===== config.mk =====
export PLATFORM = sky130hd
export DESIGN_NAME = mvprod_rr_sched
export DESIGN_NICKNAME = d
export VERILOG_FILES = /design/src/rtl/mvprod_rr_sched.sv
export SDC_FILE = /design/constraint.sdc
export NUM_CORES = 1
export LEC_CHECK = 0
export ABC_AREA = 1
export ABC_CLOCK_PERIOD_IN_PS = 3100
export BUFFER_PORTS_ARGS = -buffer_cell sky130_fd_sc_hd__buf_2
export CAP_MARGIN = 10
export CORE_MARGIN = 2
export CORE_UTILIZATION = 41
export CTS_BUF_LIST = sky130_fd_sc_hd__clkbuf_8
export DETAILED_ROUTE_END_ITERATION = 6
export PLACE_DENSITY = 0.93
export SLEW_MARGIN = 15
export SYNTH_ARGS = -nofsm -noshare
export SYNTH_HDL_FRONTEND = slang
export SYNTH_SLANG_ARGS = --single-unit

===== constraint.sdc =====
create_clock -name clk_in -period 3.1 [get_ports clk_in]
set_clock_uncertainty 0.1 [all_clocks]
set_input_delay 0.31 -clock clk_in [delete_from_list [all_inputs] [get_ports clk_in]]
set_output_delay 0.31 -clock clk_in [all_outputs]
set_load 0.005 [all_outputs]

===== src/rtl/mvprod_rr_sched.sv =====
// Round-robin arbiter that shares one MVProd engine between two requester FIFO pairs.
// Optional RUN watchdog enabled by defining MVPROD_SCHED_WDT_EN.
module mvprod_rr_sched #(
  parameter int OutVecLength  = 8,
  parameter int BytesPerRead  = 2,
  parameter int BytesPerWrite = 1,
  parameter int RearmCycles   = 2,
  parameter int TimeoutCycles = 1024
) (
  input  logic                       clk_in,
  input  logic                       rst_in,
  input  logic [1:0]                 req_valid,
  input  logic [BytesPerRead*8-1:0]  in_data_0,
  input  logic [BytesPerRead*8-1:0]  in_data_1,
  output logic [1:0]                 rd_en,
  output logic [1:0]                 wrap_rd,
  output logic [1:0]                 out_wr_en,
  output logic [BytesPerWrite*8-1:0] out_wr_data,
  output logic                       mv_in_data_ready,
  output logic [BytesPerRead*8-1:0]  mv_in_data,
  input  logic                       mv_req_chunk_in,
  input  logic                       mv_req_chunk_ptr_rst,
  input  logic                       mv_req_chunk_out,
  input  logic [BytesPerWrite*8-1:0] mv_write_out_data,
  input  logic                       mv_out_vector_valid,
  output logic                       grant_id,
  output logic                       busy,
  output logic [1:0]                 done,
  output logic                       err
);

  localparam int WRITES = OutVecLength / BytesPerWrite;
  localparam int CNT_W  = $clog2(WRITES + 1);
  localparam int RCN_W  = $clog2(RearmCycles + 1);
  localparam logic [CNT_W-1:0] WR_LAST    = CNT_W'(WRITES - 1);
  localparam logic [RCN_W-1:0] REARM_LAST = RCN_W'(RearmCycles - 1);

  typedef enum logic [1:0] {IDLE, RUN, REARM} state_t;

  state_t           state_reg;
  logic             grant_id_reg;
  logic             last_grant_reg;
  logic [1:0]       done_reg;
  logic [CNT_W-1:0] wr_cnt_reg;
  logic [RCN_W-1:0] rearm_cnt_reg;
  logic             run;
  logic             timeout;
  logic             fwd;
  logic             grant_next;

  assign run        = (state_reg == RUN);
  assign fwd        = run && !timeout;
  assign grant_next = (req_valid == 2'b11) ? ~last_grant_reg : req_valid[1];

`ifdef MVPROD_SCHED_WDT_EN
  localparam int WDT_W = $clog2(TimeoutCycles + 1);
  localparam logic [WDT_W-1:0] WDT_LAST = WDT_W'(TimeoutCycles - 1);
  logic [WDT_W-1:0] wdt_reg;

  // Counts RUN cycles from 0, so the limit is reached on RUN cycle TimeoutCycles.
  always_ff @(posedge clk_in) begin
    if (rst_in || !run) begin
      wdt_reg <= '0;
    end else begin
      wdt_reg <= wdt_reg + WDT_W'(1);
    end
  end
  assign timeout = run && (wdt_reg == WDT_LAST);
`else
  assign timeout = 1'b0;
`endif

  for (genvar gi = 0; gi < 2; gi++) begin : g_route
    logic sel;
    assign sel           = fwd && (grant_id_reg == 1'(gi));
    assign rd_en[gi]     = sel && mv_req_chunk_in;
    assign wrap_rd[gi]   = sel && mv_req_chunk_ptr_rst;
    assign out_wr_en[gi] = sel && mv_req_chunk_out;
  end

  assign mv_in_data       = !run ? '0 : (grant_id_reg ? in_data_1 : in_data_0);
  assign out_wr_data      = run ? mv_write_out_data : '0;
  assign mv_in_data_ready = run;
  assign busy             = (state_reg != IDLE);
  assign grant_id         = grant_id_reg;
  assign done             = done_reg;
  assign err              = timeout;

  always_ff @(posedge clk_in) begin
    if (rst_in) begin
      state_reg      <= IDLE;
      grant_id_reg   <= 1'b0;
      last_grant_reg <= 1'b1;
      done_reg       <= '0;
      wr_cnt_reg     <= '0;
      rearm_cnt_reg  <= '0;
    end else begin
      done_reg <= '0;
      case (state_reg)
        IDLE: begin
          wr_cnt_reg    <= '0;
          rearm_cnt_reg <= '0;
          if (|req_valid) begin
            grant_id_reg   <= grant_next;
            last_grant_reg <= grant_next;
            state_reg      <= RUN;
          end
        end
        RUN: begin
          if (timeout) begin
            wr_cnt_reg <= '0;
            state_reg  <= REARM;
          end else if (mv_req_chunk_out) begin
            if (wr_cnt_reg == WR_LAST) begin
              wr_cnt_reg             <= '0;
              done_reg[grant_id_reg] <= 1'b1;
              state_reg              <= REARM;
            end else begin
              wr_cnt_reg <= wr_cnt_reg + CNT_W'(1);
            end
          end
        end
        REARM: begin
          if (rearm_cnt_reg == REARM_LAST) begin
            rearm_cnt_reg <= '0;
            state_reg     <= IDLE;
          end else begin
            rearm_cnt_reg <= rearm_cnt_reg + RCN_W'(1);
          end
        end
        default: state_reg <= IDLE;
      endcase
    end
  end

  // out_vector_valid is observed only; sequencing relies on the write count.
  logic unused_ok;
  assign unused_ok = &{1'b0, mv_out_vector_valid, (TimeoutCycles > 0)};

endmodule


### Yosys cells after proc, flatten, opt, wreduce, memory -nomap -nowiden

Index checks and enable logic that the tools add are counted.

* logic and storage cells: 58
* register bits: 12
* output and inout port bits: 36
* bits of input ports: 48

* add/sub/neg operators: 2
* bitwise logic cells: 5
* equal/unequal tests: 9
* multiplexer cells: 16
* reduce and logical (&&, ||, !) cells: 18
* magnitude comparators: 2

Operators by type and width (count)
* $mux 16: 2
* $mux 2: 5
* $logic_and 1x1->1: 9
* $mux 4: 2
* $mux 8: 1
* $pmux 4 s2: 1
* $ne 2x2->1 const B: 3
* $pmux 2 s3: 1
* $reduce_bool 2->1: 3
* $not 1->1: 5
* $add 4x1->4 const B: 1
* $eq 2x1->1 const B: 2
* $eq 2x2->1 const B: 2
* $eq 4x3->1 const B: 1
* $pmux 2 s2: 1
* $reduce_and 2->1: 2
* $reduce_and 4->1: 1
* $reduce_or 4->1: 1
* $add 2x1->2 const B: 1
* $logic_not 2->1: 1
* $lt 1x2->1 const B: 1
* $mux 1: 2
* $ne 2x1->1 const B: 1
* $reduce_or 2->1: 1
* 2 further kinds: 2

### Longest topological paths before layout

* depth after elaboration: 4
* mapped depth: 6
* gate-level depth less buffers: 6

### Worst setup path after synthesis

OpenSTA, ideal clock, no wires.

* path kind: reg-to-output
* start: register grant_id_reg (netlist: grant_id)
* end: output port mv_in_data[13]
* stages on the path, launching flop included: 5
* slack: 1743 ps
* buffers on the path: 2
* data required time: 2690 ps
* arrival: 947 ps
* path through: dfxtp_1 -> buf_2 -> buf_2 -> nand2_1 -> a21oi_1

* cells in the longest elaborated chain, start to end: 2

Ends and longest elaborated chain
* start, declared: line 41 `logic grant_id_reg;`
* start signal, assigned: line 104 `grant_id_reg <= grant_next;`
* $mux 16 (2 in series): line 81 `assign mv_in_data = !run ? '0 : (grant_id_reg ? in_data_1 : in_data_0);`
* end, declared: line 20 `output logic [BytesPerRead*8-1:0] mv_in_data,`

No other way between the ends.

### Worst setup path after layout

* start: register grant_id_reg (netlist: grant_id)
* end: output port mv_in_data[11]

The elaborated chain is that of the path after synthesis.

==> flow_metrics.tcl <==
set metrics [dict create \
    h-tree-depth 1 \
    start_kind "register" \
    min-delay-path-class "in2reg" \
    fmax_ghz 0.4803 \
    clk_path_buf_depth 2 \
    whs_ns 0.2075 \
    drv_cap 0 \
    coreArea_mm2 0.002022 \
    synth_warnings 0 \
    slew_violations 0 \
    postRouteAntennaNets 0 \
    power_frac_clock 0.356 \
    die_w_um 50.94 \
    p_sw_mw 0.1377 \
    critical_path_depth 4 \
    grt_first_pass_wirelength_mm 3.926 \
    dieArea_mm2 0.002595 \
    combPwrFrac 0.287 \
    drt_iter0_drc 7 \
    dp_hpwl_mm 2.030 \
    power.total_mw 0.4720 \
    synth.net_count 202 \
    yosysTopAreaCell "dfxtp_1" \
    hold_depth 2 \
    place_congestion 0.7765 \
    status "complete, no violations" \
    synthSimpleGateAreaFrac 0.3809 \
    synthXorXnorAreaFrac 0 \
    seq_area_frac_synth 0.2659 \
    cts_sinks 12 \
    num_vias 1179 \
    gr-usage-all-layers 0.1943 \
    grt_start_max_net_pins 25 \
    synthTopCellsByArea "dfxtp_1 27%, nand2_1 21%, a21oi_2 11%" \
    p_leak_nw 0.7846 \
    cts_root_buf "clkbuf_8" \
    crit_chain "inv_2 > nand2_1 > a21oi_2 > buf_2" \
    fin_crit_sh 0.6716 \
    synth_top_family_by_area "simple AND/OR/NAND/NOR gates" \
    hold_viol 0 \
    synth_top_area_frac 0.2659 \
    layout_commonest_cell "buf_2" \
    rsz0062_at_grt "no" \
    final_net_count 282 \
    avgRoutedWirePerCell_um 9.919 \
    syn2layout_area_growth_pct 49.86 \
    seqPwrFrac 0.357 \
    mostFrequentLayoutCells "81 x buf_2, 50 x nand2_1, 23 x nor2_1, 17 x inv_1" \
    routed_wirelength_mm 2.569 \
    viasPerCell 4.552 \
    dpl_cell_area_mm2 0.001299 \
    worstPathRequired_ns 2.69 \
    p_per_area_mw_per_mm2 348.6 \
    crit_family "flip-flops" \
    initial_core_util 0.4468 \
    irDropWorstVdd_mv 0.2484 \
    sw_frac_of_total 0.2918 \
    synthMuxAreaShare 0 \
    avgSynthCellArea_um2 5.904 \
    cts_setup_buffers 0 \
    ys_types 20 \
    path_class "reg2out" \
    antenna_found_initial 0 \
    insertion_delay_ns 0.24 \
    slew_headroom 0.5368 \
    crit_buf_inv 2 \
    die_h_um 50.94 \
    min_period_ns 2.082 \
    numCtsBuffers 3 \
    synth.ff_latch_count 12 \
    setup-violations-final 0 \
    end_kind "primary output" \
    hold_buffers 0 \
    dr.pass1.iters 4 \
    grt_pass1_vias 1021 \
    fin_tns_setup_ns 0 \
    cp_slowest_stage_delay_ns 0.76 \
    syn_inst 153 \
    portBuffers 81 \
    final_cell_area_mm2 0.001354 \
    drc 0 \
    pin_count 84 \
    fillers 198 \
    gr-total-overflow 0 \
    p_int_mw 0.3342 \
    cts_resized 0 \
    r2r_cells 2 \
    clkTransAtPathRegs_ns 0.05 \
    rows 16 \
    cts_tree "done" \
    cp.arrival_ns 1.67 \
    multi_input_area_um2 540.5 \
    drive_above_1_share 0.4483 \
    synth-compound-area-share 0.1994 \
    largest_reg_flops 4 \
    worstMarginPinSlew_ns 0.6939 \
    crit_slowest_cell "dfxtp_1" \
    diodes 0 \
    cp_max_fo 21 \
    synth_adder_area_share 0.01385 \
    register_area_um2 240.2 \
    netlist_area_um2 903.4 \
]
-- per-stage QoR --
stage	util	setup WS [ns]	instances
floorplan	-	1.743	153
global placement	0.6423	1.261	255
detailed placement	0.6423	1.256	255
CTS	0.6696	1.004	259
global route	0.6696	0.8586	259
finish	0.6696	1.018	259
-- cell type report --
cell class,count,area share
inverter,21,0.05823
clock buffer,4,0.04067
multi-input combinational,114,0.3993
tap,27,0.02495
timing repair buffer,81,0.2994
sequential,12,0.1774
-- path summary, 6_finish.rpt --
path                         start  slack [ns]               end
hold / removal              rst_in        0.21     wr_cnt_reg[3]
setup / recovery          grant_id        1.02    mv_in_data[11]
setup reg to reg          grant_id        1.72           done[1]
hold reg to reg   rearm_cnt_reg[1]        0.33  rearm_cnt_reg[1]
-- synthesized netlist by cell type --
cell      count
nand2_1      50
nor2_1       23
inv_1        17
a21oi_1      12
dfxtp_1      12
a21oi_2      11
nand3_1       8
inv_2         4
buf_2         2
buf_6         2
nor2_2        2
o21ai_1       2
buf_4         1
clkbuf_1      1
conb_1        1
ha_1          1
nand4_1       1
nor2_4        1
o21ai_0       1
o21ai_2       1
-- metal layers --
layer | share of wire | track usage | up-vias | wire, µm
met5 | 0 | 0 | - | 0
met4 | 0.0035 | 0.08559 | 0 | 9
met3 | 0.069 | 0.03509 | 2 | 177
met2 | 0.52 | 0.3593 | 48 | 1335
met1 | 0.41 | 0.2134 | 498 | 1047
li1 | - | - | 631 | -
-- worst register-to-register path, stage by stage (launching register included) --
cell,delay [ns]
dfxtp_1,0.76
inv_2,0.30
nor2_1,0.15
-- power by group through the flow --
stage / Combinational [mW] / Clock [mW] / Sequential [mW]
floorplan: 0.0807 / 0 / 0.166
global placement: 0.133 / 0 / 0.171
detailed placement: 0.136 / 0 / 0.172
CTS: 0.137 / 0.171 / 0.168
global route: 0.153 / 0.180 / 0.169
finish: 0.136 / 0.168 / 0.168
-- kinds of logic after synthesis --
| kind of cell | count (synthesis) |
|---|---|
| other | 1 |
| AND/OR/NAND/NOR | 85 |
| AO/OA/AOI/OAI | 27 |
| buffers and inverters | 27 |
| flip-flops | 12 |
| adder cells (fa/ha/maj) | 1 |
(Power assumes the default switching activity.)
